`config.mk`:
```
export PLATFORM = sky130hd
export DESIGN_NAME = demux_1_4_stream_flat
export DESIGN_NICKNAME = d
export VERILOG_FILES = /design/src/rtl/demux_pkg.sv /design/src/rtl/demux_1_4_stream_if.sv /design/src/rtl/lane_fifo2.sv /design/src/rtl/demux_1_4_stream.sv /design/src/flat_wrapper.sv
export SDC_FILE = /design/constraint.sdc
export NUM_CORES = 1
export LEC_CHECK = 0
export CORE_MARGIN = 1
export CORE_UTILIZATION = 49
export CTS_CLUSTER_SIZE = 10
export DETAILED_ROUTE_END_ITERATION = 12
export HOLD_SLACK_MARGIN = 0.08
export PLACE_DENSITY_LB_ADDON = 0.05
export SETUP_SLACK_MARGIN = 0.1
export SLEW_MARGIN = 25
export SYNTH_ARGS = -nofsm -noshare
export SYNTH_HDL_FRONTEND = slang
export SYNTH_SLANG_ARGS = --single-unit
```
`constraint.sdc`:
```
create_clock -name clk -period 1.8 [get_ports clk]
set_input_delay 0.36 -clock clk [delete_from_list [all_inputs] [get_ports clk]]
set_output_delay 0.36 -clock clk [all_outputs]
set_load 0.1 [all_outputs]
```
`src/rtl/demux_pkg.sv`:
```
// Shared definitions for the 1-to-4 stream demultiplexer.
//   N_LANES    : number of output lanes
//   lane_idx_t : lane index type carried on in_sel
//   lane_onehot: lane index -> one-hot lane mask
package demux_pkg;

  localparam int unsigned N_LANES = 4;

  typedef logic [1:0] lane_idx_t;

  function automatic logic [N_LANES-1:0] lane_onehot(input lane_idx_t idx);
    logic [N_LANES-1:0] oh;
    oh = '0;
    oh[idx] = 1'b1;
    return oh;
  endfunction

endpackage

```
`src/rtl/demux_1_4_stream_if.sv`:
```
// Stream bus between a single-word source and four lane sinks.
//   in_valid/in_ready/in_data/in_sel : input handshake, word and destination lane
//   out_valid/out_ready/out_data     : per-lane handshake, lane i word on [i*W +: W]
// master: source/sink side (drives inputs, observes outputs)
// slave : demultiplexer side
interface demux_1_4_stream_if #(
  parameter int unsigned W = 4
) ();
  import demux_pkg::*;

  logic                 in_valid;
  logic                 in_ready;
  logic [W-1:0]         in_data;
  lane_idx_t            in_sel;
  logic [N_LANES-1:0]   out_valid;
  logic [N_LANES-1:0]   out_ready;
  logic [N_LANES*W-1:0] out_data;

  modport master (
    output in_valid, in_data, in_sel, out_ready,
    input  in_ready, out_valid, out_data
  );

  modport slave (
    input  in_valid, in_data, in_sel, out_ready,
    output in_ready, out_valid, out_data
  );

endinterface

```
`src/rtl/lane_fifo2.sv`:
```
// Two-entry FIFO for one lane, no routing knowledge.
//   clk, rst_n : clock, asynchronous active-low reset (empties the FIFO)
//   push, din  : write request and word; ignored while full
//   pop        : read request; ignored while empty
//   full/empty : occupancy flags
//   dout       : oldest entry, all-zero while empty
module lane_fifo2 #(
  parameter int unsigned W = 4
) (
  input  logic         clk,
  input  logic         rst_n,
  input  logic         push,
  input  logic         pop,
  input  logic [W-1:0] din,
  output logic         full,
  output logic         empty,
  output logic [W-1:0] dout
);

  logic [W-1:0] mem [2];
  logic         wr_ptr;
  logic         rd_ptr;
  logic [1:0]   count;
  logic         do_push;
  logic         do_pop;

  always_comb begin
    full    = (count == 2'd2);
    empty   = (count == 2'd0);
    do_push = push & ~full;
    do_pop  = pop & ~empty;
    dout    = empty ? '0 : mem[rd_ptr];
  end

  // Single-bit pointers wrap modulo 2 by toggling.
  always_ff @(posedge clk or negedge rst_n) begin
    if (!rst_n) begin
      mem[0] <= '0;
      mem[1] <= '0;
      wr_ptr <= 1'b0;
      rd_ptr <= 1'b0;
      count  <= '0;
    end else begin
      if (do_push) begin
        mem[wr_ptr] <= din;
        wr_ptr      <= ~wr_ptr;
      end
      if (do_pop) begin
        rd_ptr <= ~rd_ptr;
      end
      case ({do_push, do_pop})
        2'b10:   count <= count + 2'd1;
        2'b01:   count <= count - 2'd1;
        default: count <= count;
      endcase
    end
  end

endmodule

```
`src/rtl/demux_1_4_stream.sv`:
```
// 1-to-4 stream demultiplexer with a 2-entry FIFO per lane.
//   clk   : sole clock
//   rst_n : asynchronous active-low reset, empties all lanes
//   bus   : stream bus (slave side), see demux_1_4_stream_if
// in_ready reflects only the selected lane's full flag (gated by reset), so a
// full lane never stalls traffic bound for another lane, and a full lane stays
// unavailable even when it pops in the same cycle.
module demux_1_4_stream
  import demux_pkg::*;
#(
  parameter int unsigned W = 4
) (
  input  logic                     clk,
  input  logic                     rst_n,
  demux_1_4_stream_if.slave        bus
);

  logic [N_LANES-1:0]   full;
  logic [N_LANES-1:0]   empty;
  logic [N_LANES-1:0]   push;
  logic [W-1:0]         head [N_LANES];
  logic                 ready;
  logic [N_LANES-1:0]   valid_vec;
  logic [N_LANES*W-1:0] data_vec;

  always_comb begin
    ready = rst_n & ~full[bus.in_sel];
    push  = (bus.in_valid && ready) ? lane_onehot(bus.in_sel) : '0;
  end

  for (genvar g = 0; g < N_LANES; g++) begin : g_lane
    lane_fifo2 #(.W(W)) u_fifo (
      .clk   (clk),
      .rst_n (rst_n),
      .push  (push[g]),
      .pop   (bus.out_ready[g]),
      .din   (bus.in_data),
      .full  (full[g]),
      .empty (empty[g]),
      .dout  (head[g])
    );
  end

  always_comb begin
    valid_vec = '0;
    data_vec  = '0;
    for (int unsigned i = 0; i < N_LANES; i++) begin
      valid_vec[i]       = ~empty[i];
      data_vec[i*W +: W] = head[i];
    end
  end

  assign bus.in_ready  = ready;
  assign bus.out_valid = valid_vec;
  assign bus.out_data  = data_vec;

endmodule
```
`src/flat_wrapper.sv`:
```
// flat-port wrapper written by rule: the top's interface ports become plain ports
module demux_1_4_stream_flat import demux_pkg::*;
#(
  parameter int unsigned W = 4
)
  (clk, rst_n, bus_in_valid, bus_in_data, bus_in_sel, bus_out_ready, bus_in_ready, bus_out_valid, bus_out_data);
  demux_1_4_stream_if #(.W(W)) bus_i ();
  input  logic clk;
  input  logic rst_n;
  input wire logic [$bits(bus_i.in_valid)-1:0] bus_in_valid;
  input wire logic [$bits(bus_i.in_data)-1:0] bus_in_data;
  input wire logic [$bits(bus_i.in_sel)-1:0] bus_in_sel;
  input wire logic [$bits(bus_i.out_ready)-1:0] bus_out_ready;
  output wire logic [$bits(bus_i.in_ready)-1:0] bus_in_ready;
  output wire logic [$bits(bus_i.out_valid)-1:0] bus_out_valid;
  output wire logic [$bits(bus_i.out_data)-1:0] bus_out_data;
  assign bus_i.in_valid = bus_in_valid;
  assign bus_i.in_data = bus_in_data;
  assign bus_i.in_sel = bus_in_sel;
  assign bus_i.out_ready = bus_out_ready;
  assign bus_in_ready = bus_i.in_ready;
  assign bus_out_valid = bus_i.out_valid;
  assign bus_out_data = bus_i.out_data;
  demux_1_4_stream #(.W(W)) u_core (.clk(clk), .rst_n(rst_n), .bus(bus_i));
endmodule
```
==> results.md <==
* Overflow after GRT at 0
* Vias per std cell at 5.26
* Slew Limit Fails at 0
* CP arrival at 1.49 ns
* Core area at 4500 µm²
* Count of max-cap constraint violations at 0
* RSZ-0062 raised after global routing: yes
* Status: finished with violations
* Max clock buf depth at 2
* Distinct cells, synth at 29
* Clk sink count at 48
* Worst-path clk slew at 0.09 ns
* Post-DRT Antenna Nets at 0
* Sequential element share of the synthesized area at 50.8%
* Worst-Skew Late Latency at 0.30 ns
* Multi-input gate area at 1370 µm²
* Yosys top cell by area: dfrtp_1
* Max-slew headroom at 60.6%
* Num rows at 24
* Synthesized area at 2360 µm²
* Post-synth EDFFs at 0
* DR WL met3 at 143 µm
* Register Area at 1210 µm²
* Post-DR wirelength/cell at 17.8 µm
* Setup TNS at -0.213 ns
* TritonCTS clock tree: built
* Flops & latches, synth at 48
* Tightest Pin Transition at 0.591 ns
* Hold Path Class: input pin to asynchronous set/reset pin
* Final core utilization at 81.3%
* Vias at 1635
* Fillers at 258
* Final setup viols at 5
* Htree depth at 2
* Total Wirelength at 5.54 mm
* Final period utilization at 103%
* DRT met1 WL at 2.43 mm
* # DRC at 0
* N_diodes at 0
* IO buf count at 33
* Synth cell count leaders: dfrtp_1 (48), mux2_2 (28), nor2_1 (24)
* Detailed Place HPWL at 3.62 mm
* Die Width at 71.4 µm
* Ys async rst share at 100%
* Final Hold Viols at 0
* PnR worst setup slack at -0.0531 ns
* Die area at 5100 µm²
* Top-count cell post-synth: dfrtp_1
* Highest metal used: met4
* Initial antenna violation count at 0
* Layout cell share with drive strength beyond 1 at 62.2%
* Reg2Reg Depth at 6
* Worst path required time at 1.44 ns
* CP Class: register to primary output
* Die Height at 71.4 µm
* Skew final at 0.00763 ns
* First DRT Iteration DRCs at 80
* Placer Congestion at 0.792
* Mean Syn Cell Area at 12.8 µm²
* Design area at 3660 µm²
* Final min period at 1.85 ns
* Global-route wire length before repair at 8.91 mm
* Root buf cell: clkbuf_8
* GR Util All Layers at 23.3%
* Pre-antenna DRT Iters at 4
* Largest net degree at the start of global routing at 48
* Post-DP Area at 3180 µm²
* Ys flop type: dfrtp_1
* Synth area leaders: dfrtp_1 (51%), mux2_2 (13%), mux2i_1 (7.2%), xnor2_1 (4.4%), nor2_1 (3.8%)
* TritonCTS buffer count at 5
* Cells after Synth at 184
* Final #Nets at 275
* Vias in the first global route at 1820
* Mapped Nets at 201
* F_max at 540 MHz
* Met2 wire length at 2.87 mm
* I/O pins at 34
* Failing checks: setup timing
* Crit end category: primary output
* Starting Density at 52.4%
* CP max FO at 2
* Post-synth top area share at 50.8%
* Synth-to-layout area growth at 55.0%
* Warnings, synthesis at 0
* Startpoint types: register
==> worst paths after layout <==
| path | from | to | slack, ns |
|---|---|---|---|
| worst max-delay path | u_core.g_lane[3].u_fifo.count[0] | bus_in_ready | -0.05 |
| worst min-delay path | rst_n | u_core.g_lane[2].u_fifo.count[0] | 0.29 |
| worst max register to register | u_core.g_lane[3].u_fifo.count[1] | u_core.g_lane[3].u_fifo.count[1] | 0.08 |
| worst min register to register | u_core.g_lane[0].u_fifo.wr_ptr | u_core.g_lane[0].u_fifo.wr_ptr | 0.51 |
| max in group asynchronous | rst_n | u_core.g_lane[3].u_fifo.rd_ptr | 1.07 |
| min in group clk | u_core.g_lane[0].u_fifo.wr_ptr | u_core.g_lane[0].u_fifo.wr_ptr | 0.51 |
==> metrics by stage <==
stage                     hold slack (ns)  worst slack (ns)  cells
after detailed placement            0.379            -0.456    284
after global placement              0.375            -0.362    284
after global routing                0.342            -0.119    311
final                               0.294           -0.0531    311
after CTS                           0.303           -0.0460    300
after floorplan                    0.0644           -0.0326    184
==> metal layers <==
metal | global-route usage (%) | up-vias
li1 | - | 772
met1 | 30.3 | 824
met2 | 38.4 | 29
met3 | 4.50 | 10
met4 | 10.0 | 0
met5 | 0 | -
==> logic make-up after synthesis <==
kind of cell    count (synthesis)  share of synthesized area [%]
simple gates                   50                           13.5
mux                            49                           23.1
flops                          48                           50.8
xor+xnor                       20                           7.42
buf+inv                        11                           2.38
fa+ha+maj                       4                           2.12
compound gates                  2                          0.689
==> state kept, by name, indices dropped and copies added, names as in the netlist <==
signal	flops
u_core.g_lane.u_fifo.mem	32
u_core.g_lane.u_fifo.count	8
u_core.g_lane.u_fifo.wr_ptr	4
u_core.g_lane.u_fifo.rd_ptr	4
==> what timing repair did <==
item | CTS | global route
hold buffers | 1 | 0
buffers inserted | 7 | 12
gates resized for setup | 29 | 35
endpoints found under the setup margin | 51 | 27
hold endpoints to repair | 1 | 0
pin swaps | 2 | 13
==> layout by cell type, fill, tap and decap left out, types with 3 or more instances in the layout <==
master / synthesis / final
dfrtp_1: 48 / 40
nor2b_4: 0 / 3
buf_12: 0 / 21
xnor2_1: 12 / 10
clkbuf_8: 0 / 5
nor2_1: 24 / 3
mux2_2: 28 / 28
mux2i_2: 0 / 5
clkdlybuf4s50_1: 0 / 8
dfrtp_2: 0 / 8
nor2_2: 0 / 3
xor2_1: 8 / 8
buf_4: 0 / 29
ha_4: 0 / 3
nor2b_1: 8 / 4
mux2i_1: 17 / 12
nor2_4: 0 / 18
mux2_4: 4 / 4
buf_6: 2 / 8
==> worst max-delay path: stages, from the launching register on <==
cell and delay [ns]:
dfrtp_1 0.43, nor2b_4 0.15, buf_6 0.11, mux2i_1 0.06, o211a_2 0.27, buf_12 0.17
==> cell type report <==
class | instances | area share, %
Multi-Input combinational cell | 125 | 37.3
Sequential cell | 48 | 33.1
Timing Repair Buffer | 73 | 24.1
Clock buffer | 5 | 1.88
Tap cell | 52 | 1.78
Clock inverter | 3 | 1.26
Inverter | 5 | 0.649
Power is left out: the tool's default activity adds up to more than one toggle a clock period on the data nets, which glitch-free logic cannot reach.
